`src/rtl/ram_port_arbiter.sv`:
```
// ram_port_arbiter: shares one single-port 32-bit RAM between NUM_REQ engines.
// Round-robin grants are held for a whole burst (while req stays high). A grant
// release is followed by one HANDOVER dead cycle and one IDLE cycle before the
// next grant can be issued.
// Optional feature macro: ARB_TIMEOUT_EN (bounds a grant to MAX_HOLD cycles and
// blocks a timed-out requester until it drops its request).
module ram_port_arbiter #(
  parameter int NUM_REQ    = 3,
  parameter int ADDR_WIDTH = 9,
  parameter int MAX_HOLD   = 1024
) (
  input  logic                          clk,
  input  logic                          rst,
  input  logic [NUM_REQ-1:0]            req,
  output logic [NUM_REQ-1:0]            gnt,
  input  logic [NUM_REQ-1:0]            req_en,
  input  logic [NUM_REQ*ADDR_WIDTH-1:0] req_a,
  input  logic [NUM_REQ*4-1:0]          req_we,
  input  logic [NUM_REQ*32-1:0]         req_di,
  output logic                          RAM_EN,
  output logic [ADDR_WIDTH-1:0]         RAM_A,
  output logic [3:0]                    RAM_WE,
  output logic [31:0]                   RAM_Di,
  input  logic [31:0]                   RAM_Do,
  output logic [31:0]                   rd_data,
  output logic                          timeout
);

  localparam int IDX_W = (NUM_REQ > 1) ? $clog2(NUM_REQ) : 1;

  typedef enum logic [1:0] {
    ST_IDLE     = 2'd0,
    ST_GRANT    = 2'd1,
    ST_HANDOVER = 2'd2
  } state_t;

  generate
    if (NUM_REQ < 2 || NUM_REQ > 8 || MAX_HOLD < 2) begin : g_bad_param
      $error("ram_port_arbiter: NUM_REQ must be 2..8 and MAX_HOLD at least 2");
    end
  endgenerate

  // Requester index base+k wrapped modulo NUM_REQ (base < NUM_REQ, k < NUM_REQ).
  function automatic logic [IDX_W-1:0] wrap_add(input logic [IDX_W-1:0] base, input int k);
    int s;
    s = int'(base) + k;
    if (s >= NUM_REQ) begin
      s = s - NUM_REQ;
    end else begin
      s = s;
    end
    return s[IDX_W-1:0];
  endfunction

  state_t               state_r, state_n;
  logic [NUM_REQ-1:0]   gnt_r, gnt_n;
  logic [IDX_W-1:0]     owner_r, owner_n;
  logic [IDX_W-1:0]     rr_ptr_r, rr_n;
  logic [NUM_REQ-1:0]   elig_s;
  logic [IDX_W-1:0]     pick_s;
  logic                 found_s;

`ifdef ARB_TIMEOUT_EN
  localparam int CNT_W = $clog2(MAX_HOLD);
  logic [CNT_W-1:0]     hold_cnt_r, hold_cnt_n;
  logic [NUM_REQ-1:0]   blocked_r, blocked_n;
  logic                 timeout_r, timeout_n;

  assign elig_s  = req & ~blocked_r;
  assign timeout = timeout_r;
`else
  assign elig_s  = req;
  assign timeout = 1'b0;
`endif

  assign found_s = |elig_s;
  assign gnt     = gnt_r;
  assign rd_data = RAM_Do;

  // Round-robin pick: first eligible requester scanning upward from rr_ptr_r.
  always_comb begin
    pick_s = '0;
    for (int k = NUM_REQ - 1; k >= 0; k--) begin
      pick_s = elig_s[wrap_add(rr_ptr_r, k)] ? wrap_add(rr_ptr_r, k) : pick_s;
    end
  end

  // Next-state and next-grant logic of the arbitration FSM.
  always_comb begin
    state_n = state_r;
    gnt_n   = '0;
    owner_n = owner_r;
    rr_n    = rr_ptr_r;
`ifdef ARB_TIMEOUT_EN
    hold_cnt_n = hold_cnt_r;
    timeout_n  = 1'b0;
    blocked_n  = blocked_r & req;
`endif
    case (state_r)
      ST_IDLE: begin
        if (found_s) begin
          state_n = ST_GRANT;
          owner_n = pick_s;
          gnt_n   = {{(NUM_REQ-1){1'b0}}, 1'b1} << pick_s;
`ifdef ARB_TIMEOUT_EN
          hold_cnt_n = '0;
`endif
        end else begin
          state_n = ST_IDLE;
        end
      end
      ST_GRANT: begin
        if (!req[owner_r]) begin
          state_n = ST_HANDOVER;
          rr_n    = wrap_add(owner_r, 1);
        end
`ifdef ARB_TIMEOUT_EN
        else if (hold_cnt_r == CNT_W'(MAX_HOLD - 1)) begin
          // Requester held too long: revoke and keep it out until it lets go.
          state_n            = ST_HANDOVER;
          rr_n               = wrap_add(owner_r, 1);
          timeout_n          = 1'b1;
          blocked_n[owner_r] = 1'b1;
        end
`endif
        else begin
          gnt_n = gnt_r;
`ifdef ARB_TIMEOUT_EN
          hold_cnt_n = hold_cnt_r + CNT_W'(1);
`endif
        end
      end
      ST_HANDOVER: begin
        state_n = ST_IDLE;
      end
      default: begin
        state_n = ST_IDLE;
      end
    endcase
  end

  // State, grant and round-robin registers with synchronous reset.
  always_ff @(posedge clk) begin
    if (rst) begin
      state_r  <= ST_IDLE;
      gnt_r    <= '0;
      owner_r  <= '0;
      rr_ptr_r <= '0;
`ifdef ARB_TIMEOUT_EN
      hold_cnt_r <= '0;
      blocked_r  <= '0;
      timeout_r  <= 1'b0;
`endif
    end else begin
      state_r  <= state_n;
      gnt_r    <= gnt_n;
      owner_r  <= owner_n;
      rr_ptr_r <= rr_n;
`ifdef ARB_TIMEOUT_EN
      hold_cnt_r <= hold_cnt_n;
      blocked_r  <= blocked_n;
      timeout_r  <= timeout_n;
`endif
    end
  end

  // RAM port mux: the granted requester drives the RAM, otherwise it is idle.
  always_comb begin
    RAM_EN = 1'b0;
    RAM_A  = '0;
    RAM_WE = 4'h0;
    RAM_Di = 32'h0;
    if (|gnt_r) begin
      RAM_EN = req_en[owner_r];
      RAM_A  = req_a[int'(owner_r)*ADDR_WIDTH +: ADDR_WIDTH];
      RAM_WE = req_we[int'(owner_r)*4 +: 4];
      RAM_Di = req_di[int'(owner_r)*32 +: 32];
    end else begin
      RAM_EN = 1'b0;
    end
  end

endmodule

```
`config.mk`:
```
export PLATFORM = sky130hd
export DESIGN_NAME = ram_port_arbiter
export DESIGN_NICKNAME = d
export VERILOG_FILES = /design/src/rtl/ram_port_arbiter.sv
export SDC_FILE = /design/constraint.sdc
export NUM_CORES = 1
export LEC_CHECK = 0
export BUFFER_PORTS_ARGS = -buffer_cell sky130_fd_sc_hd__buf_4
export CORE_AREA = 2 2 98 100
export CTS_CLUSTER_DIAMETER = 100
export DETAILED_ROUTE_END_ITERATION = 10
export DIE_AREA = 0 0 100 102
export GPL_TIMING_DRIVEN = 0
export PLACE_DENSITY_LB_ADDON = 0.3
export SYNTH_ARGS = -nofsm -noshare
export SYNTH_HDL_FRONTEND = slang
export SYNTH_SLANG_ARGS = --single-unit
```
`constraint.sdc`:
```
create_clock -name clk -period 2.27 [get_ports clk]
set_input_delay 0.454 -clock clk [delete_from_list [all_inputs] [get_ports clk]]
set_output_delay 0.454 -clock clk [all_outputs]
set_load 0.1 [all_outputs]
```
==> summary.txt <==
Status
  – Outcome: complete, no violations

Worst setup path
  – Buf/Inv on CP: 4
  – Worst Path Required: 1.82 ns
  – Critical path's top delay family: buffers and inverters
  – CP arrival: 1.71 ns
  – Kind of end point of the critical path: output pin
  – Max stage delay on crit path: 0.32 ns
  – Slowest-stage cell, CP: dfxtp_1
  – Crit start category: register
  – CP Max Fanout: 10
  – Worst-path cell chain: buf_4 -> buf_12 -> buf_12 -> mux2i_2 -> nor2_1 -> a21oi_2 -> nor2_4 -> buf_6
  – Reg2Reg Depth: 7
  – WP depth: 8
  – Most frequent CP cell: buf_12
  – Crit path kind: register to output pin

Placed design
  – Port-buffer cells: 222
  – Placer Congestion: 0.827
  – Post-place instance area: 4040 µm²
  – Dpl ws: -0.327 ns
  – DPL Wire Length: 7.62 mm

Timing
  – Pins Over Slew Limit: 0
  – Crit path time final: 2.16 ns
  – Final hold slack: 0.482 ns
  – Final Cycle Share: 95.1%
  – Clk_skew: 0.00203 ns
  – Peak Freq: 463 MHz
  – Final setup violation count: 0
  – Unrepaired setup endpoints after global routing: false
  – Setup ws final: 0.111 ns
  – Final-report hold violation count: 0
  – Total negative slack: 0 ns

Clock tree
  – Clock Latency Late Sink: 0.23 ns
  – Maximum root-to-sink buffer count: 2
  – Htree depth: 1
  – Hold buffers post-CTS: 0
  – TritonCTS clock tree: built
  – Clk sink count: 9
  – Worst-path clk slew: 0.04 ns
  – CTS Root Cell: clkbuf_8
  – Num CTS Buffers: 3

Synth
  – Yosys warning count: 0
  – Mapped Nets: 479
  – Avg Cell Area, Syn: 6.34 µm²
  – Synthesized flop and latch total: 9
  – Proportion of synthesized area in mux cells: 27.0%
  – Largest family of logic cells by synthesized area: multiplexers
  – Synth Area in Simple Gates: 26.3%
  – Mapped cell area: 1900 µm²
  – Synth unique cells: 31
  – Post-synthesis compound-gate area fraction: 15.7%
  – Post-Synth Adder-Cell Area: 2.63%
  – Sequential area share after synthesis: 9.47%
  – Post-synthesis xor/xnor area fraction: 0%
  – Post-Syn Instances: 300

Final layout
  – Nets@finish: 711
  – # diodes: 0
  – Final Cell Area: 4510 µm²
  – P&R area growth vs syn: 137%
  – Layout cell share with drive strength beyond 1: 68.7%

Power
  – Pwr dens: 657 nW/µm²
  – Leak: 2.08 nW
  – PnR Total Power: 2.96 mW
  – VDD IR max: 376 µV

Floorplanning
  – Row count: 35
  – Die area: 10200 µm²
  – Core area: 9110 µm²
  – I/O pins: 257
  – Starting Density: 20.9%
  – Die Ht: 102 µm
  – Die X: 100 µm

Detailed routing
  – WL final: 9.31 mm
  – 1st-pass router iterations: 4
  – Met1 Wirelength: 3.35 mm
  – Top Metal Used: met4
  – Via/cell ratio: 4.52
  – DRC: 0
  – DRT iter0 DRCs: 38
  – Met3 WL: 695 µm
  – Via count: 2902
  – Met2 WL post-DR: 5.21 mm
  – Wirelength per Cell: 14.5 µm
  – ANT nets after route: 0

Global routing
  – Aggregate global-route resource usage: 16.4%
  – Vias in the first global route: 2892
  – Antenna violations before repair: 0
  – Largest net degree at the start of global routing: 11
  – Gr ovfl total: 0
  – First-pass GRT wire length: 13.6 mm

Flow run
  – Max cap viols: 0

Min path
  – Min-Delay Path Class: register to register
  – Hold depth: 2
path summary, 6_finish.rpt:
path                            start  slack, ns                  end
max           owner_r[0]$_SDFFE_PP0P_       0.11           RAM_Di[25]
min               gnt[0]$_SDFFE_PP0P_       0.48  gnt[0]$_SDFFE_PP0P_
max reg2reg  rr_ptr_r[0]$_SDFFE_PP0P_       0.44  gnt[1]$_SDFFE_PP0P_
min reg2reg       gnt[0]$_SDFFE_PP0P_       0.48  gnt[0]$_SDFFE_PP0P_
metrics by stage:
step	cells	util, %
final	642	49.5
after global routing	642	49.5
after CTS	642	48.1
after detailed placement	633	44.3
after global placement	633	44.3
after floorplan	300	-
cell families (layout without fill, tap and decap cells):
| family | after synthesis | count (layout) |
|---|---|---|
| other cells | 1 | 1 |
| compound gates | 56 | 56 |
| simple gates | 120 | 120 |
| mux | 51 | 51 |
| flops | 9 | 9 |
| fa+ha+maj | 4 | 4 |
| buf+inv | 59 | 290 |
cells in the mapped netlist:
master	n	area share, %
nand2b_1	1	0.33
or3b_1	1	0.46
a2111o_1	1	0.59
nor3b_1	1	0.39
buf_2	8	2.1
nand4_1	1	0.33
nand3b_1	3	1.2
clkbuf_2	1	0.26
and2_1	1	0.33
a31oi_1	1	0.33
conb_1	1	0.20
inv_1	4	0.79
a22oi_1	1	0.39
buf_4	33	13
ha_1	4	2.6
clkbuf_1	11	2.2
nor3_1	1	0.26
nand2_1	6	1.2
mux2i_1	49	26
dfxtp_1	9	9.5
nor3_2	1	0.53
nor2b_1	3	0.99
a21oi_1	50	13
buf_1	2	0.39
o32ai_1	1	0.46
a22o_1	1	0.46
o21ai_0	1	0.26
mux2_2	2	1.2
nor2_1	98	19
and3_1	1	0.33
or3_1	2	0.66
routing by layer:
| layer | global-route usage [%] | vias to the layer above |
|---|---|---|
| li1 | - | 1445 |
| met1 | 18.5 | 1311 |
| met2 | 33.1 | 142 |
| met3 | 2.19 | 4 |
| met4 | 2.53 | 0 |
| met5 | 0 | - |
area by class of cell:
class	count	area (µm²)
Sequential cell	9	184
Fill cell	879	4600
Clock buffer	4	45.0
Buffer	55	455
Tap cell	111	139
Multi-Input combinational cell	232	1800
Timing Repair Buffer	227	1870
Inverter	4	15.0
sequential cells by signal (all words and copies together), names as in the netlist:
signal / count
gnt: 3
owner_r: 2
rr_ptr_r: 2
state_r: 2
where the power goes:
| group | switching (mW) | internal (mW) |
|---|---|---|
| clock network | 0.0561 | 0.122 |
| logic | 1.78 | 0.816 |
| registers | 0.0136 | 0.174 |
| total | 1.85 | 1.11 |
worst register-to-register path: cells and delay by family, from the launching register on:
kind | cells | cell delay, ns
flip-flops | 1 | 0.34
AO/OA/AOI/OAI | 2 | 0.69
adder cells (fa/ha/maj) | 1 | 0.34
buffers and inverters | 1 | 0.07
AND/OR/NAND/NOR | 3 | 0.33
cells in the final DEF (no fill, tap or decap), types with 4 or more instances in the layout:
cell | netlist | layout
a21oi_1 | 50 | 21
a21oi_2 | 0 | 29
buf_4 | 33 | 222
buf_6 | 0 | 40
buf_8 | 0 | 5
clkbuf_4 | 0 | 6
dfxtp_1 | 9 | 6
ha_1 | 4 | 4
inv_1 | 4 | 4
mux2i_1 | 49 | 48
nand2_1 | 6 | 6
nor2_1 | 98 | 52
nor2_2 | 0 | 6
nor2_4 | 0 | 40
timing repair:
action                                  in CTS  in global routing
buffers inserted                             5                  0
cloned                                       0                  0
endpoints found under the setup margin      46                 40
pin swaps                                    1                  0
resized for setup                           79                 38
No activity file was read; power rests on OpenSTA's default activity.
